===== src/rtl/infer_seq_pkg.sv =====
// rtl/infer_seq_pkg.sv - shared state encoding and defaults for the inference layer sequencer
package infer_seq_pkg;

    localparam int DEF_NUM_LAYERS = 3;
    localparam int DEF_TIMEOUT    = 4096;

    typedef enum logic [3:0] {
        ST_IDLE   = 4'd0,
        ST_LOAD   = 4'd1,
        ST_C_ST   = 4'd2,
        ST_C_WAIT = 4'd3,
        ST_W_ST   = 4'd4,
        ST_W_WAIT = 4'd5,
        ST_NEXT   = 4'd6,
        ST_DONE   = 4'd7,
        ST_ERR    = 4'd8
    } seq_state_t;

    // States in which the sequencer waits on the datapath and the watchdog runs
    function automatic logic is_wait_state(input seq_state_t s);
        return (s == ST_LOAD) || (s == ST_C_WAIT) || (s == ST_W_WAIT);
    endfunction

endpackage


===== src/rtl/seq_wdog.sv =====
// rtl/seq_wdog.sv - clear/enable cycle counter flagging expiry at TIMEOUT-1
module seq_wdog #(
    parameter int TIMEOUT = 4096
) (
    input  logic clk_i,
    input  logic rstn_i,
    input  logic clr_i,
    input  logic en_i,
    output logic expired_o
);

    localparam int CW = $clog2(TIMEOUT);

    logic [CW-1:0] cnt_q;

    assign expired_o = (cnt_q == CW'(TIMEOUT - 1));

    // Clear has priority; the count holds at expiry so it can never wrap back to zero
    always_ff @(posedge clk_i or negedge rstn_i) begin
        if (!rstn_i) begin
            cnt_q <= '0;
        end else if (clr_i) begin
            cnt_q <= '0;
        end else if (en_i && !expired_o) begin
            cnt_q <= cnt_q + 1'b1;
        end
    end

endmodule


===== src/rtl/infer_seq_ctrl.sv =====
// rtl/infer_seq_ctrl.sv - per-image layer sequencer: weight load, compute, writeback per layer
module infer_seq_ctrl
    import infer_seq_pkg::*;
#(
    parameter int NUM_LAYERS = DEF_NUM_LAYERS,
    parameter int LAYER_W    = 2,
    parameter int FRAME_W    = 16,
    parameter int TIMEOUT    = DEF_TIMEOUT
) (
    input  logic               clk_i,
    input  logic               rstn_i,
    input  logic               start_i,
    input  logic               abort_i,
    output logic               wload_req_o,
    input  logic               wload_ack_i,
    output logic               comp_start_o,
    input  logic               comp_done_i,
    output logic               wb_start_o,
    input  logic               buf_wr_done_i,
    output logic [LAYER_W-1:0] layer_idx_o,
    output logic               busy_o,
    output logic               frame_done_o,
    output logic               err_o,
    output logic [FRAME_W-1:0] frame_cnt_o
);

    localparam logic [LAYER_W-1:0] LAST_LAYER = LAYER_W'(NUM_LAYERS - 1);

    seq_state_t         state_q;
    seq_state_t         state_d;
    logic [LAYER_W-1:0] layer_q;
    logic [FRAME_W-1:0] frame_q;
    logic               err_q;
    logic               expired;
    logic               accept_start;

    assign accept_start = (state_q == ST_IDLE) && start_i && !abort_i;
    assign busy_o       = (state_q != ST_IDLE) && (state_q != ST_ERR);
    assign layer_idx_o  = layer_q;
    assign frame_cnt_o  = frame_q;
    assign err_o        = err_q;

    // Any state change restarts the watchdog, so every wait state is entered with a zero count
    seq_wdog #(
        .TIMEOUT (TIMEOUT)
    ) u_wdog (
        .clk_i     (clk_i),
        .rstn_i    (rstn_i),
        .clr_i     (state_d != state_q),
        .en_i      (is_wait_state(state_q)),
        .expired_o (expired)
    );

    // Next-state and strobe decode; abort dominates, awaited input beats timeout expiry
    always_comb begin
        state_d      = state_q;
        wload_req_o  = 1'b0;
        comp_start_o = 1'b0;
        wb_start_o   = 1'b0;
        frame_done_o = 1'b0;
        case (state_q)
            ST_IDLE: begin
                if (accept_start) state_d = ST_LOAD;
            end
            ST_LOAD: begin
                wload_req_o = 1'b1;
                if (abort_i)          state_d = ST_IDLE;
                else if (wload_ack_i) state_d = ST_C_ST;
                else if (expired)     state_d = ST_ERR;
            end
            ST_C_ST: begin
                comp_start_o = 1'b1;
                state_d      = abort_i ? ST_IDLE : ST_C_WAIT;
            end
            ST_C_WAIT: begin
                if (abort_i)          state_d = ST_IDLE;
                else if (comp_done_i) state_d = ST_W_ST;
                else if (expired)     state_d = ST_ERR;
            end
            ST_W_ST: begin
                wb_start_o = 1'b1;
                state_d    = abort_i ? ST_IDLE : ST_W_WAIT;
            end
            ST_W_WAIT: begin
                if (abort_i)            state_d = ST_IDLE;
                else if (buf_wr_done_i) state_d = (layer_q == LAST_LAYER) ? ST_DONE : ST_NEXT;
                else if (expired)       state_d = ST_ERR;
            end
            ST_NEXT: begin
                state_d = abort_i ? ST_IDLE : ST_LOAD;
            end
            ST_DONE: begin
                frame_done_o = !abort_i;
                state_d      = ST_IDLE;
            end
            ST_ERR: begin
                if (abort_i) state_d = ST_IDLE;
            end
            default: begin
                state_d = ST_IDLE;
            end
        endcase
    end

    // State register
    always_ff @(posedge clk_i or negedge rstn_i) begin
        if (!rstn_i) begin
            state_q <= ST_IDLE;
        end else begin
            state_q <= state_d;
        end
    end

    // Layer index, completed-frame counter and sticky error flag
    always_ff @(posedge clk_i or negedge rstn_i) begin
        if (!rstn_i) begin
            layer_q <= '0;
            frame_q <= '0;
            err_q   <= 1'b0;
        end else begin
            if (accept_start) begin
                layer_q <= '0;
            end else if ((state_q == ST_NEXT) && (state_d == ST_LOAD)) begin
                layer_q <= layer_q + 1'b1;
            end
            if (frame_done_o) begin
                frame_q <= frame_q + 1'b1;
            end
            if (accept_start) begin
                err_q <= 1'b0;
            end else if (state_d == ST_ERR) begin
                err_q <= 1'b1;
            end
        end
    end

endmodule

===== config.mk =====
export PLATFORM = sky130hd
export DESIGN_NAME = infer_seq_ctrl
export DESIGN_NICKNAME = d
export VERILOG_FILES = /design/src/rtl/infer_seq_pkg.sv /design/src/rtl/seq_wdog.sv /design/src/rtl/infer_seq_ctrl.sv
export SDC_FILE = /design/constraint.sdc
export NUM_CORES = 1
export LEC_CHECK = 0
export ABC_AREA = 1
export CORE_MARGIN = 2
export CORE_UTILIZATION = 25
export DETAILED_ROUTE_END_ITERATION = 6
export PLACE_DENSITY_LB_ADDON = 0.15
export SLEW_MARGIN = 15
export SYNTH_ARGS = -nofsm -noshare
export SYNTH_HDL_FRONTEND = slang
export SYNTH_SLANG_ARGS = --single-unit
export TNS_END_PERCENT = 1

===== constraint.sdc =====
create_clock -name clk_i -period 2.25 [get_ports clk_i]
set_input_delay 0.5625 -clock clk_i [delete_from_list [all_inputs] [get_ports clk_i]]
set_output_delay 0.5625 -clock clk_i [all_outputs]
set_load 0.005 [all_outputs]

==> results.yml <==
sta:
  timing.fmax_mhz: 454.6
  rsz0062_at_grt: "true"
  setup_viol: 0
  slew_violations: 0
  fin_skew_ns: 0.01062
  worst_pin_slew_ns: 0.2760
  slew_headroom: 0.8160
  fin_crit_ns: 2.200
  timing.hold.ws_ns: 0.2165
  period_share: 0.9776
  finalHoldViolations: 0
detailed_routing:
  drtIter0Drc: 151
  wl_per_cell_um: 10.85
  wirelength_um: 4371
  route.detailed.drc: 0
  vias_per_cell: 4.223
  dr.pass1.iters: 4
  vias: 1702
  ant_nets: 0
clock_tree:
  clkSlewWorstSetupHoldPaths_ns: 0.08
  cts_root_buffer: "clkbuf_8"
  cts_hold_buf: 0
  cts_tree: "yes"
  cts.sinks: 35
  clk_path_buf_depth: 2
  cts_buffers: 5
  htree_levels: 2
  clock_latency_ns: 0.29
placed_design:
  gp_congestion: 0.8447
  hpwlAfterDp_um: 3253
  io_buffers: 30
power_and_ir_drop:
  fin_total_pwr_mw: 1.250
  powerDensity_nw_per_um2: 462.0
  peakVddDrop_mv: 0.2080
  leakage_nw: 1.354
critical_path:
  path_class: "flip-flop to output port"
  critPathMaxFanout: 5
  startpoint_type: "flip-flop"
  end_kind: "output port"
  worstPathArrival_ns: 1.64
  cp.required_ns: 1.69
synthesis:
  async_flop_share: 1.000
  synth_top_area_cell: "dfrtp_1"
  synth_cell_type_count: 28
  synth_edf_count: 0
  synth_ff_type: "dfrtp_1"
  netlist_area_um2: 1977
  yosysSeqAreaShare: 0.4430
  synth_seq_cells: 35
  synth.avg_cell_area_um2: 8.203
  synth_fp_nets: 251
  yosysTopAreaCellShare: 0.4430
  yosysMostFrequentCell: "nand2_1"
  yosys_warnings: 0
  synthCells: 241
  synth.area.top_cells: "dfrtp_1 44%, nand2_1 10%, nor2_1 6.8%"
  synth_commonest_cells: "55 x nand2_1, 36 x nor2_1, 35 x dfrtp_1, 28 x inv_1, 21 x nand3_1"
job:
  drv_cap: 0
floorplan:
  io_pins: 31
  initial_utilization: 0.2572
  die_h_um: 92.93
  die-area_um2: 8635
  rows: 32
  dieWidth_um: 92.93
  core_um2: 7687
global_route:
  grt_overflow: 0
  grt_use_met1: 0.1505
  use_met2: 0.1667
  grt_max_degree: 36
  grt_pass1_vias: 1647
  gr-usage-met3: 0.03173
  antenna_found_initial: 0
  grt_pass1_wl_um: 7458
  grt_use_total: 0.1090
  grt-busiest-layer: "met2"
finish:
  drive_above_1_share: 0.1927
  area_delta_synth_final_pct: 36.84
  final_net_count: 312
  antenna_cells: 0
hold_path:
  min_path_type: "input pin to async pin"
run_status:
  status: "complete, no violations"
worst max-delay path, stage by stage (launching register included):
cell and delay (ns):
dfrtp_2 0.43, inv_1 0.11, nor4_2 0.26, clkdlybuf4s50_1 0.55
repair_timing:
action / in CTS / in global routing
setup buffers: 0 / 6
pin swaps: 1 / 1
resized for setup: 6 / 6
endpoints found under the setup margin: 4 / 3
layer usage:
layer  up-vias  wire [um]
met5         -          0
met3         3        144
met2        30       2037
met4         0         18
li1        881          -
met1       788       2171
path summary, 6_finish.rpt:
check,start,to,slack [ns],cells after the start
max,state_q[1],comp_start_o,0.05,3
min,rstn_i,u_wdog.cnt_q[9],0.22,2
max reg2reg,state_q[1],frame_cnt_o[12],0.30,11
min reg2reg,frame_cnt_o[15],frame_cnt_o[15],0.48,1
max in group asynchronous,rstn_i,state_q[1],1.82,2
min in group clk_i,frame_cnt_o[15],frame_cnt_o[15],0.48,1
stage by stage:
step | cells | setup slack, ns | cell area (um^2) | utilization | setup TNS [ns]
after floorplan | 241 | 0.5527 | 1977 | - | 0
after CTS | 397 | -0.03654 | 2646 | 0.3442 | -0.03654
after global placement | 391 | -0.1483 | 2556 | 0.3325 | -0.7726
after global routing | 403 | -0.004490 | 2705 | 0.3519 | -0.004490
final | 403 | 0.05042 | 2705 | 0.3519 | 0
after detailed placement | 391 | -0.1353 | 2556 | 0.3325 | -0.8079
cell usage in the layout (no fill, tap or decap):
cell             synthesis  routed
nand2_1                 55      54
nor2_1                  36      34
dfrtp_1                 35      33
clkdlybuf4s50_1          0      27
inv_1                   28      26
buf_4                    1      24
nand3_1                 21      21
xor2_1                  13      13
xnor2_1                 11      11
o21ai_0                  5       5
clkbuf_8                 0       5
nor2_4                   3       4
nor2_2                   3       4
nand4_1                  4       4
a21oi_1                  4       4
nand2_2                  2       3
ha_1                     3       3
inv_2                    0       2
nor3_1                   3       2
nand3_2                  2       2
nand2_4                  2       2
buf_12                   0       2
dfrtp_2                  0       2
nor3_2                   0       1
nor4_2                   0       1
o21ai_1                  1       1
nand3b_1                 1       1
nor3_4                   1       1
nand4_2                  1       1
nand3_4                  1       1
o22ai_1                  1       1
mux2_2                   1       1
o21a_1                   1       1
clkinvlp_4               0       1
buf_2                    0       1
dlygate4sd2_1            0       1
dlymetal6s2s_1           0       1
where the power goes:
part,leakage (nW),switching [mW],internal [mW]
combinational,0.841,0.0816,0.0802
sequential,0.477,0.0150,0.642
clock,0.0361,0.226,0.206
area by class of cell:
cell class | instances | area (um^2)
timing repair buffer | 56 | 516.7
multi-input combinational | 176 | 1001
fill | 836 | 4982
sequential | 35 | 878.3
inverter | 28 | 105.1
tap | 102 | 127.6
clock inverter | 1 | 7.507
clock buffer | 5 | 68.82
flip-flops by register name, summed over array words and instances, names as in the netlist:
signal and cells:
frame_cnt_o 16, err_o 1, layer_idx_o 2, u_wdog.cnt_q 12
state_q 4
logic make-up after synthesis:
logic type                 Yosys count  synth area share
and+or+nand+nor                    136            0.3310
DFF                                 35            0.4430
buffers and inverters               30           0.06266
xor gates and xnor gates            24            0.1063
AOI/OAI and AO/OA                   12           0.03228
adders and majority gates            3           0.01899
muxes                                1          0.005696
Note: power is estimated with default switching activity, not from simulation.
